**src/rtl/usr_pkg.sv**
```systemverilog
// Shared types for the universal shift register: operation modes and burst FSM states.
package usr_pkg;

  typedef enum logic [2:0] {
    MODE_HOLD = 3'd0,
    MODE_SHR  = 3'd1,
    MODE_SHL  = 3'd2,
    MODE_LOAD = 3'd3,
    MODE_ROR  = 3'd4,
    MODE_ROL  = 3'd5,
    MODE_ASR  = 3'd6,
    MODE_CLR  = 3'd7
  } usr_mode_e;

  typedef enum logic {
    IDLE = 1'b0,
    RUN  = 1'b1
  } usr_state_e;

  // Only the single-position movement modes make sense repeated as a burst.
  function automatic logic is_burst_mode(input usr_mode_e m);
    return (m == MODE_SHR) || (m == MODE_SHL) || (m == MODE_ROR) ||
           (m == MODE_ROL) || (m == MODE_ASR);
  endfunction

endpackage

```
**src/rtl/usr_step.sv**
```systemverilog
// Combinational next-value function of the shift register, shared by the
// single-step and burst paths.
module usr_step
  import usr_pkg::*;
#(
  parameter int unsigned WIDTH = 8
) (
  input  usr_mode_e        mode,
  input  logic [WIDTH-1:0] cur,
  input  logic             msb_in,
  input  logic             lsb_in,
  input  logic [WIDTH-1:0] data_in,
  output logic [WIDTH-1:0] nxt
);

  always_comb begin
    nxt = cur;
    unique case (mode)
      MODE_HOLD: nxt = cur;
      MODE_SHR:  nxt = {msb_in, cur[WIDTH-1:1]};
      MODE_SHL:  nxt = {cur[WIDTH-2:0], lsb_in};
      MODE_LOAD: nxt = data_in;
      MODE_ROR:  nxt = {cur[0], cur[WIDTH-1:1]};
      MODE_ROL:  nxt = {cur[WIDTH-2:0], cur[WIDTH-1]};
      MODE_ASR:  nxt = {cur[WIDTH-1], cur[WIDTH-1:1]};
      MODE_CLR:  nxt = '0;
      default:   nxt = cur;
    endcase
  end

endmodule

```
**src/rtl/usr_burst.sv**
```systemverilog
// Parametrised universal shift register with an autonomous burst engine that
// repeats a single-position shift/rotate a programmed number of times.
module usr_burst
  import usr_pkg::*;
#(
  parameter int unsigned WIDTH = 8,
  parameter int unsigned CW    = $clog2(WIDTH) + 1
) (
  input  logic             clk,
  input  logic             rst,
  input  logic [2:0]       mode,
  input  logic             start,
  input  logic [CW-1:0]    shamt,
  input  logic [WIDTH-1:0] data_in,
  input  logic             msb_in,
  input  logic             lsb_in,
  output logic [WIDTH-1:0] data_out,
  output logic             msb_out,
  output logic             lsb_out,
  output logic             busy,
  output logic             done
);

  usr_state_e       state, state_n;
  usr_mode_e        bmode, bmode_n;
  usr_mode_e        mode_in, step_mode;
  logic [CW-1:0]    cnt, cnt_n;
  logic [WIDTH-1:0] data_r, data_n, step_out;
  logic             done_n;

  assign mode_in = usr_mode_e'(mode);

  usr_step #(.WIDTH(WIDTH)) u_step (
    .mode    (step_mode),
    .cur     (data_r),
    .msb_in  (msb_in),
    .lsb_in  (lsb_in),
    .data_in (data_in),
    .nxt     (step_out)
  );

  always_comb begin
    state_n   = state;
    bmode_n   = bmode;
    cnt_n     = cnt;
    done_n    = 1'b0;
    step_mode = mode_in;
    data_n    = step_out;
    unique case (state)
      IDLE: begin
        // A burst request holds the register on the accepting edge; shifting starts next edge.
        if (start && is_burst_mode(mode_in)) begin
          data_n = data_r;
          if (shamt != '0) begin
            bmode_n = mode_in;
            cnt_n   = shamt;
            state_n = RUN;
          end else begin
            done_n = 1'b1;
          end
        end
      end
      RUN: begin
        step_mode = bmode;
        data_n    = step_out;
        cnt_n     = cnt - CW'(1);
        if (cnt == CW'(1)) begin
          state_n = IDLE;
          done_n  = 1'b1;
        end
      end
      default: state_n = IDLE;
    endcase
  end

  always_ff @(posedge clk) begin
    if (rst) begin
      state  <= IDLE;
      bmode  <= MODE_HOLD;
      cnt    <= '0;
      data_r <= '0;
      busy   <= 1'b0;
      done   <= 1'b0;
    end else begin
      state  <= state_n;
      bmode  <= bmode_n;
      cnt    <= cnt_n;
      data_r <= data_n;
      busy   <= (state_n == RUN);
      done   <= done_n;
    end
  end

  assign data_out = data_r;
  assign msb_out  = data_r[WIDTH-1];
  assign lsb_out  = data_r[0];

endmodule

```
**config.mk**
```make
export PLATFORM = sky130hd
export DESIGN_NAME = usr_burst
export DESIGN_NICKNAME = d
export VERILOG_FILES = /design/src/rtl/usr_pkg.sv /design/src/rtl/usr_step.sv /design/src/rtl/usr_burst.sv
export SDC_FILE = /design/constraint.sdc
export NUM_CORES = 1
export LEC_CHECK = 0
export BUFFER_PORTS_ARGS = -buffer_cell sky130_fd_sc_hd__buf_2
export CAP_MARGIN = 20
export CORE_MARGIN = 1.5
export CORE_UTILIZATION = 59
export CTS_BUF_LIST = sky130_fd_sc_hd__clkbuf_4 sky130_fd_sc_hd__clkbuf_8
export CTS_CLUSTER_SIZE = 40
export DETAILED_ROUTE_END_ITERATION = 12
export PLACE_DENSITY = 0.87
export SLEW_MARGIN = 40
export SYNTH_ARGS = -nofsm -noshare
export SYNTH_HDL_FRONTEND = slang
export SYNTH_HIERARCHICAL = 1
export SYNTH_SLANG_ARGS = --single-unit
```
**constraint.sdc**
```tcl
create_clock -name clk -period 3.39 [get_ports clk]
set_clock_uncertainty 0.1 [all_clocks]
set_input_delay 0.1695 -clock clk [delete_from_list [all_inputs] [get_ports clk]]
set_output_delay 0.1695 -clock clk [all_outputs]
set_load 0.03 [all_outputs]
```
==> summary.txt, run 1 <==
Outcome
  – Status: finished, final reports clean

Timing
  – Tcrit/Tclk final: 0.7310
  – Normalized max-slew margin: 0.6550
  – Setup ws final: 911.8 ps
  – RSZ-0062 raised after global routing: false
  – Final Critical Period: 2478 ps
  – Fmax: slightly above 400 MHz
  – Fin Hold WS: approximately 59 ps
  – Final Hold Fails: 0
  – Worst-margin pin slew: slightly above 500 ps
  – Max-slew violation count: 0
  – Setup_tns: 0 ps
  – Setup violators final: 0

Floorplan
  – Die area: ~0.0025 sq mm
  – Core Rows: 16
  – Die width: ~50 microns
  – I/O Pins: 32
  – Starting density of the core: 0.6450
  – Core region area: ~0.002 sq mm
  – DIE HEIGHT: between 40 and 50 microns

Place
  – Port Buffers: 31
  – Post-DP Area: approximately 0.0014 sq mm
  – HPWL Detailed: roughly 2000 microns
  – Final GP Congestion: 0.8469
  – DP Worst Slack: ~930 ps

Layout
  – Number of diodes: 0
  – Layout area overhead: 10.95%
  – Nets: approximately 190
  – Filler Cell Count: 176
  – Finished Cell Area: between 0.001 and 0.0015 sq mm
  – Layout cell share with drive strength beyond 1: 0.3274

Clocking
  – H-tree Lvls: 1
  – Cts hold-fix bufs: 0
  – CTS clk-pin slew, worst paths: approximately 100 ps
  – Root Buffer: clkbuf_4
  – Cts repair resizes: 0
  – Clock net sink count: 17
  – CTS Buf Count: 3
  – CTS tree: yes
  – Worst skew pair latency: slightly below 300 ps
  – Setup bufs post-CTS: 0
  – Clk buf depth: 2

GRT
  – Number of global-route vias before repair: 1064
  – Total grt overflow: 0
  – Initial antenna violation count: 0
  – Global-route usage over all layers: 0.2372
  – First-pass GRT wire length: about 4600 microns
  – Largest net degree at the start of global routing: 27

Logic synthesis
  – Synth area leaders: dfxtp_1, mux2i_1, nor2_1, mux2_2, nor4_4
  – Post-Synthesis Cells: between 100 and 150
  – Most frequent cell after synthesis: nor2_1
  – Sequential area share after synthesis: 0.2636
  – Synth Area per Inst: around 9.0 sq um
  – Number of distinct library cells after synthesis: 42
  – Ys async rst share: 0
  – Number of synthesized register bits: 17
  – Synth warn: 6
  – Synth Cell Area: 0.001291 sq mm
  – Synth Flop Type: dfxtp_1
  – List of most frequent post-synthesis cells: nor2_1, dfxtp_1, mux2i_1
  – Cell taking the most area after synthesis: dfxtp_1
  – Synth top area share: 0.2636
  – Post-synth EDFFs: 0
  – Syn_nets: about 170

Setup path
  – Critical path peak fanout: 26
  – CP required: ~3500 ps
  – Critical Path End Type: register
  – Worst R2R End: data_out[0]
  – Crit Path Class: register to register
  – Crit path DAT: 2560 ps
  – Worst Reg-to-Reg Cells: 6
  – Flop-to-flop setup slack: just over 900 ps
  – R2R Path Start: state
  – Startpoint types: register

Power and ir drop
  – Peak VDD IR: between 0.2 and 0.3 mV
  – Leak: roughly 0.58 nW
  – Power per cell area: roughly 440 mW/mm^2
  – Overall power: 624.9 uW

Hold path
  – Hold path endpoint: bmode[2]
  – Hold path depth: 3
  – Hold crit path type: input port to register
  – Min-delay src: mode[2]

Drt
  – Wire per inst: 14.54 microns
  – Vias per cell: between 6 and 7
  – First DRT Iteration DRCs: 33
  – Drt pass-1 iters: 4
  – Detailed Route WL: 2836 microns
  – Drt drc: 0
  – Vias: 1178
  – Post-DRT Antenna Nets: 0

Flow run
  – MaxCap Viol Count: 0
==> worst max path at each step <==
stage | startpoint | endpoint | depth (start not counted) | slack (ps)
6_report | state | data_out[0] | 6 | 910
5_1_grt | state | data_out[0] | 6 | 750
4_1_cts | state | data_out[0] | 6 | 910
3_5_place_dp | state | data_out[0] | 6 | 930
3_3_place_gp | state | data_out[0] | 6 | 990
2_1_floorplan | state | data_out[0] | 8 | 1000
==> registers in the layout (all words and copies together), names as in the netlist <==
name      flops
done          1
data_out      8
state         1
bmode         3
cnt           4
==> metal layers <==
layer / part of all wire / global-route usage / vias to the layer above
li1: - / - / 586
met5: 0 / 0 / -
met2: 0.50 / 0.4311 / 41
met1: 0.45 / 0.2887 / 551
met4: 0 / 0.06944 / 0
met3: 0.048 / 0.03030 / 0
==> power breakdown <==
group | internal, mW | leakage, nW | switching, mW | total (mW)
sequential | 0.222 | 0.140 | 0.0328 | 0.255
combinational | 0.111 | 0.420 | 0.140 | 0.252
clock | 0.0537 | 0.0184 | 0.0648 | 0.119
total | 0.387 | 0.578 | 0.238 | 0.625
==> area by class of cell <==
| class | instances | area (sq um) | share of cell area |
|---|---|---|---|
| Sequential cell | 17 | 340.3 | 0.2376 |
| Clock buffer | 4 | 30.03 | 0.02096 |
| Inverter | 6 | 22.52 | 0.01572 |
| Multi-Input combinational cell | 109 | 843.3 | 0.5886 |
| Tap cell | 27 | 33.78 | 0.02358 |
| Timing Repair Buffer | 32 | 162.7 | 0.1135 |
==> per-stage QoR <==
stage | util | std cells
finish | 0.7156 | 195
global route | 0.7156 | 195
CTS | 0.7156 | 195
detailed placement | 0.7006 | 191
global placement | 0.7006 | 191
floorplan | - | 144
==> cells in the final DEF, fill, tap and decap left out, types with 2 or more instances in the layout <==
| master | instances |
|---|---|
| buf_2 | 31 |
| nor2_1 | 18 |
| dfxtp_1 | 17 |
| mux2i_1 | 14 |
| mux2_2 | 6 |
| nand2b_1 | 6 |
| a211oi_1 | 5 |
| nor2b_1 | 5 |
| o22ai_1 | 5 |
| a2bb2oi_1 | 4 |
| clkbuf_4 | 4 |
| inv_1 | 3 |
| nor3_1 | 3 |
| o21ai_1 | 3 |
| nor4b_1 | 3 |
| nand2_1 | 3 |
| o21ai_0 | 3 |
| o221a_2 | 3 |
| o211ai_1 | 3 |
| nor4_4 | 2 |
| xnor2_1 | 2 |
| a221oi_2 | 2 |
| a21oi_1 | 2 |
| ha_1 | 2 |
| inv_2 | 2 |
| a31oi_1 | 2 |
| a221oi_1 | 2 |
==> kinds of logic (layout without fill, tap and decap cells) <==
| kind of cell | Yosys count | in the layout | synth area share |
|---|---|---|---|
| AO/OA/AOI/OAI | 42 | 42 | 0.2597 |
| XOR/XNOR | 2 | 2 | 0.01357 |
| adder cells (fa/ha/maj) | 2 | 2 | 0.01938 |
| buffers and inverters | 18 | 42 | 0.08333 |
| flip-flops | 17 | 17 | 0.2636 |
| multiplexers | 20 | 20 | 0.1608 |
| AND/OR/NAND/NOR | 43 | 43 | 0.1996 |
==> critical path, cell delays in order, from the launching register on <==
cell	delay (ps)
dfxtp_1	660
mux2_2	600
nor2b_1	240
a32o_1	280
o32a_1	320
mux2i_1	120
nor2_1	50
Power figures use the tool's default switching activity.
==> inputs of run 2 (changes only) <==
ABC_AREA = 1   (was unset)
CORE_UTILIZATION = 57   (was 59)
PLACE_DENSITY = 0.83   (was 0.87)
clock period = 2.4 ns   (was 3.39 ns; I/O delays follow)
==> summary.txt, run 2 <==
GRT
  – Initial antenna violation count: 0
  – Largest net degree at the start of global routing: 21
  – Global-route usage over all layers: 0.2632
  – Met1 Usage GRT: 0.3186
  – Number of global-route vias before repair: 1333
  – First-pass GRT wire length: 5768 microns
  – Met2 Use GR: 0.4782
  – Met3 Use GR: 0.03763
  – Total grt overflow: 0
  – Most Crowded Layer GR: met2

Logic synthesis
  – Number of distinct library cells after synthesis: 30
  – Post-Synthesis Cells: approximately 240
  – List of most frequent post-synthesis cells: nand2_1, nor2_1, nand4_1
  – Sequential area share after synthesis: 0.2210
  – Synth top area share: 0.2210
  – Synth Cell Area: approximately 0.0015 sq mm
  – Syn_nets: 260
  – Most frequent cell after synthesis: nand2_1
  – Cell taking the most area after synthesis: dfxtp_1
  – Synth area leaders: dfxtp_1, nand2_1, nand4_1, nor2_1, nand3_1
  – Synth warn: 6
  – Number of synthesized register bits: 17
  – Post-synth EDFFs: 0
  – Synth Flop Type: dfxtp_1
  – Synth Area per Inst: around 6.5 sq um
  – Ys async rst share: 0

Setup path
  – CP required: about 2500 ps
  – R2R Path Start: state
  – Flop-to-flop setup slack: roughly 360 ps
  – Worst R2R End: data_out[6]
  – Crit path DAT: 2120 ps
  – Crit Path Class: register to register
  – Critical Path End Type: register
  – Worst Reg-to-Reg Cells: 9
  – Startpoint types: register
  – Critical path peak fanout: 15

Layout
  – Layout cell share with drive strength beyond 1: 0.2566
  – Multi-input gate area: around 1000 sq um
  – Filler Cell Count: ~240
  – Register area: 340.3 sq um
  – Most common cell after layout, fill and taps aside: nand2_1
  – Final non-filler cell total: between 200 and 300
  – Nets: between 200 and 300
  – Most frequent cells in the layout: nand2_1, nor2_1, buf_2
  – Layout area overhead: 9.505%
  – Number of diodes: 0
  – Largest register FFs: 8

Floorplan
  – Core Rows: 18
  – DIE HEIGHT: roughly 55 microns
  – Core region area: 0.002522 sq mm
  – Die width: 54.98 microns
  – Starting density of the core: 0.6106
  – I/O Pins: 32
  – Die area: between 0.003 and 0.004 sq mm

Power and ir drop
  – Seq pwr share: 0.417
  – Gate power share: 0.364
  – Clock share of power: 0.219
  – Leak: around 0.83 nW
  – Peak VDD IR: roughly 0.41 mV
  – Overall power: approximately 800 uW
  – Internal power: 476.5 uW
  – Net Sw Power: roughly 310 uW
  – Power per cell area: ~470 mW/mm^2
  – Switching Fraction: 0.3966

Clocking
  – Clk buf depth: 2
  – CTS Buf Count: 3
  – H-tree Lvls: 1
  – Clock net sink count: 17
  – CTS tree: yes
  – Worst skew pair latency: approximately 300 ps
  – Root Buffer: clkbuf_4
  – CTS clk-pin slew, worst paths: approximately 110 ps

Place
  – Final GP Congestion: around 0.86
  – Total placed cells including tap cells: between 200 and 300
  – HPWL Detailed: about 2600 microns
  – DP Worst Slack: between 150 and 200 ps
  – Port Buffers: 31

Drt
  – Wire per inst: ~13 microns
  – Vias per cell: approximately 5.5
  – Drt pass-1 iters: 4
  – Post-DRT Antenna Nets: 0
  – Drt drc: 0
  – Detailed Route WL: about 3700 microns
  – First DRT Iteration DRCs: 38
  – Vias: around 1600

Timing
  – RSZ-0062 raised after global routing: false
  – Fmax: just under 500 MHz
  – Fin Hold WS: between 50 and 60 ps
  – Max-slew violation count: 0
  – Normalized max-slew margin: 0.5732
  – Tcrit/Tclk final: 0.8490
  – Final Hold Fails: 0
  – Setup ws final: ~360 ps
  – Setup_tns: 0 ps
  – Worst-margin pin slew: approximately 640 ps
  – Final Critical Period: 2038 ps
  – Setup violators final: 0

Hold path
  – Hold path depth: 5
  – Hold path endpoint: bmode[2]
  – Min-delay src: mode[2]
  – Hold crit path type: input port to register

Outcome
  – Status: finished, final reports clean

Flow run
  – MaxCap Viol Count: 0
==> run 2: cell count changes in the layout (fill, tap and decap cells not counted), sizes merged, moves of 5 or more <==
| cell | change |
|---|---|
| nand2 | +68 |
| nand3 | +26 |
| nor2 | +25 |
| nand4 | +22 |
| inv | +16 |
| mux2i | -14 |
| a21oi | +12 |
| a211oi | -6 |
| mux2 | -6 |
| nand2b | -6 |
| nor2b | -5 |
| o22ai | -5 |
==> run 2: area by class of cell <==
class / instances / share of cell area
multi-input cells: 187 / 0.5816
flip-flops and latches: 17 / 0.2018
clock buffers: 4 / 0.01780
repair buffers: 34 / 0.1068
well taps: 30 / 0.02226
inverters: 23 / 0.06973
==> run 2: critical path, cell delays in order (launching register included) <==
cell	delay (ps)
dfxtp_1	560
nand2_1	130
o21ai_2	200
inv_1	360
nand4_1	160
nand2_1	80
nor2_1	120
nand3_2	70
nand2_1	60
a21oi_1	60
==> run 2: power groups by stage <==
stage / sequential, mW / combinational [mW] / clock (mW)
after CTS: 0.329 / 0.285 / 0.178
after global placement: 0.334 / 0.276 / 0
after detailed placement: 0.335 / 0.284 / 0
after floorplan: 0.346 / 0.223 / 0
final: 0.329 / 0.287 / 0.173
after global routing: 0.333 / 0.318 / 0.191
==> run 2: worst max path at each step <==
stage	start	to	slack, ps
global placement	state	data_out[6]	300
finish	state	data_out[6]	360
CTS	state	data_out[6]	140
floorplan	state	data_out[1]	540
global route	state	data_out[0]	190
detailed placement	state	data_out[3]	170
==> run 2: kinds of logic (layout without fill, tap and decap cells) <==
kind of cell,after synthesis,count (layout),share of synthesized area
AOI/OAI and AO/OA,19,19,0.07149
xor gates and xnor gates,1,1,0.005687
DFF,17,17,0.2210
buffers and inverters,34,61,0.1519
and+or+nand+nor,165,165,0.5337
adders and majority gates,2,2,0.01624
==> run 2: repair_timing <==
action / 4_1_cts / 5_1_grt
gates resized for setup: 0 / 1
setup endpoints to repair: 0 / 7
hold endpoints to repair: 1 / 0
hold buffers: 1 / 0
setup buffers: 0 / 0
==> run 2: metal layers <==
layer,up-vias,share of wire
li1,837,-
met1,739,0.44
met2,47,0.50
met3,6,0.052
met4,0,0.014
met5,-,0
==> run 2: through the flow <==
stage | cell area, sq um | util
after floorplan | 1540 | -
after global placement | 1635 | 0.6483
after detailed placement | 1643 | 0.6513
after CTS | 1683 | 0.6672
after global routing | 1687 | 0.6687
final | 1687 | 0.6687
==> inputs of run 3 (changes only) <==
clock period = 2 ns   (was 2.4 ns; I/O delays follow)
==> summary.txt, run 3 (synthesis results as in run 2) <==
Timing
  – Max-slew violation count: 0
  – Final Critical Period: between 1500 and 2000 ps
  – Normalized max-slew margin: 0.5924
  – Worst-margin pin slew: just over 600 ps
  – Final Hold Fails: 0
  – Fmax: roughly 550 MHz
  – Setup_tns: 0 ps
  – Tcrit/Tclk final: 0.9098
  – RSZ-0062 raised after global routing: false
  – Setup violators final: 0

Setup path
  – Flop-to-flop setup slack: 180 ps
  – CP cell instances: buf_4 -> o21ai_1 -> buf_12 -> nor2_4 -> nand2_2 -> inv_2 -> nand2_1 -> nand3_2 -> nand2_1 -> a21oi_1
  – CP top delay family: buffers and inverters
  – Critical path peak fanout: 19
  – CP dominant cell by count: nand2_1
  – CP required: ~2100 ps
  – R2R Path Start: state
  – Startpoint types: register
  – Max stage delay on crit path: 430 ps
  – Worst setup path start: state
  – Worst R2R End: data_out[5]
  – Critical Path End Type: register
  – Buf/Inv on CP: 3
  – Worst Reg-to-Reg Cells: 10
  – Slowest CP cell: dfxtp_1
  – Crit path DAT: 1960 ps
  – Crit Path Class: register to register

Layout
  – Nets: between 200 and 300
  – Number of diodes: 0
  – Multi-input gate area: a little under 0.001 sq mm
  – Most common cell after layout, fill and taps aside: nand2_1
  – Register area: 340.3 sq um
  – Most frequent cells in the layout: nand2_1, nor2_1, buf_2
  – Filler Cell Count: 244
  – Layout area overhead: 11.62%
  – Largest register FFs: 8
  – Layout cell share with drive strength beyond 1: 0.2687

Power and ir drop
  – Clock share of power: 0.203
  – Switching Fraction: 0.3953
  – Gate power share: 0.377
  – Power per cell area: roughly 550 mW/mm^2
  – Overall power: about 940 uW
  – Leak: roughly 0.85 nW
  – Internal power: roughly 570 uW
  – Seq pwr share: 0.419
  – Peak VDD IR: 0.4835 mV
  – Net Sw Power: roughly 370 uW

Clocking
  – CTS Buf Count: 3
  – Setup bufs post-CTS: 0
  – H-tree Lvls: 1
  – CTS clk-pin slew, worst paths: 110 ps
  – Root Buffer: clkbuf_4
  – Clk buf depth: 2
  – Worst skew pair latency: approximately 300 ps
  – CTS tree: yes
  – Clock net sink count: 17

Place
  – Final GP Congestion: around 0.87
  – HPWL Detailed: around 2600 microns
  – Port Buffers: 31

GRT
  – First-pass GRT wire length: between 5000 and 6000 microns
  – Global-route usage over all layers: 0.2525
  – Total grt overflow: 0
  – Number of global-route vias before repair: between 1000 and 1500
  – Initial antenna violation count: 0
  – Largest net degree at the start of global routing: 21

Drt
  – Vias: between 1500 and 2000
  – Drt drc: 0
  – Wire per inst: approximately 11 microns
  – Detailed Route WL: around 3400 microns
  – First DRT Iteration DRCs: 66
  – Post-DRT Antenna Nets: 0
  – Drt pass-1 iters: 4
  – Vias per cell: approximately 5.4

Hold path
  – Hold crit path type: input port to register
  – Min-delay src: rst
  – Hold path endpoint: cnt[3]
  – Hold path depth: 2

Floorplan
  – Die width: between 50 and 60 microns
  – Die area: between 0.003 and 0.004 sq mm
  – DIE HEIGHT: between 50 and 60 microns
  – Core Rows: 18
  – Starting density of the core: 0.6106
  – I/O Pins: 32
  – Core region area: between 0.002 and 0.003 sq mm

Flow run
  – MaxCap Viol Count: 0

Outcome
  – Status: finished, final reports clean
-- run 3: cell count changes in the layout (fill, tap and decap cells not counted) --
cell,delta
inv_2,+1
buf_12,+1
clkinv_2,+1
inv_1,-1
buf_4,+2
clkbuf_4,-1
-- run 3: power groups by stage --
| stage | Clock [mW] | Combinational, mW | Sequential, mW |
|---|---|---|---|
| 2_1_floorplan | 0 | 0.268 | 0.415 |
| 3_3_place_gp | 0 | 0.344 | 0.399 |
| 3_5_place_dp | 0 | 0.350 | 0.401 |
| 4_1_cts | 0.195 | 0.352 | 0.393 |
| 5_1_grt | 0.207 | 0.397 | 0.397 |
| 6_report | 0.191 | 0.354 | 0.393 |
-- run 3: metrics by stage --
stage | hold WS, ps | instances | instance area [sq um] | utilization | setup slack, ps
2_1_floorplan | 69.07 | 238 | 1540 | - | 144.8
3_3_place_gp | 280.1 | 293 | 1670 | 0.6622 | 45.77
3_5_place_dp | 284.7 | 293 | 1678 | 0.6652 | 161.2
4_1_cts | 23.87 | 298 | 1715 | 0.6801 | 132.2
5_1_grt | 31.03 | 298 | 1719 | 0.6815 | 62.02
6_report | 25.22 | 298 | 1719 | 0.6815 | 180.5
-- run 3: metal layers --
metal | vias up | routed length, microns | part of all wire | global-route usage
met1 | 710 | 1512 | 0.45 | 0.3072
met3 | 7 | 167 | 0.049 | 0.03495
met2 | 45 | 1638 | 0.48 | 0.4365
met4 | 0 | 75 | 0.022 | 0.1179
li1 | 846 | - | - | -
met5 | - | 0 | 0 | 0
-- run 3: how the worst max path moves through the flow --
stage	endpoint	slack, ps	cells after the start
6_report	data_out[5]	180	10
4_1_cts	data_out[7]	130	9
3_5_place_dp	data_out[7]	160	9
2_1_floorplan	data_out[1]	140	9
3_3_place_gp	data_out[5]	50	8
5_1_grt	data_out[4]	60	10
-- run 3: cell type report --
class                      count  area share
tap                           30     0.02183
clock buffer                   3     0.01310
inverter                      23     0.06841
timing repair buffer          37      0.1252
sequential                    17      0.1980
clock inverter                 1    0.002911
multi-input combinational    187      0.5706
-- run 3: timing repair --
item,CTS,global route
setup endpoints to repair,0,4
resized for setup,0,2
endpoints found under the hold margin,1,0
hold buffers,1,0
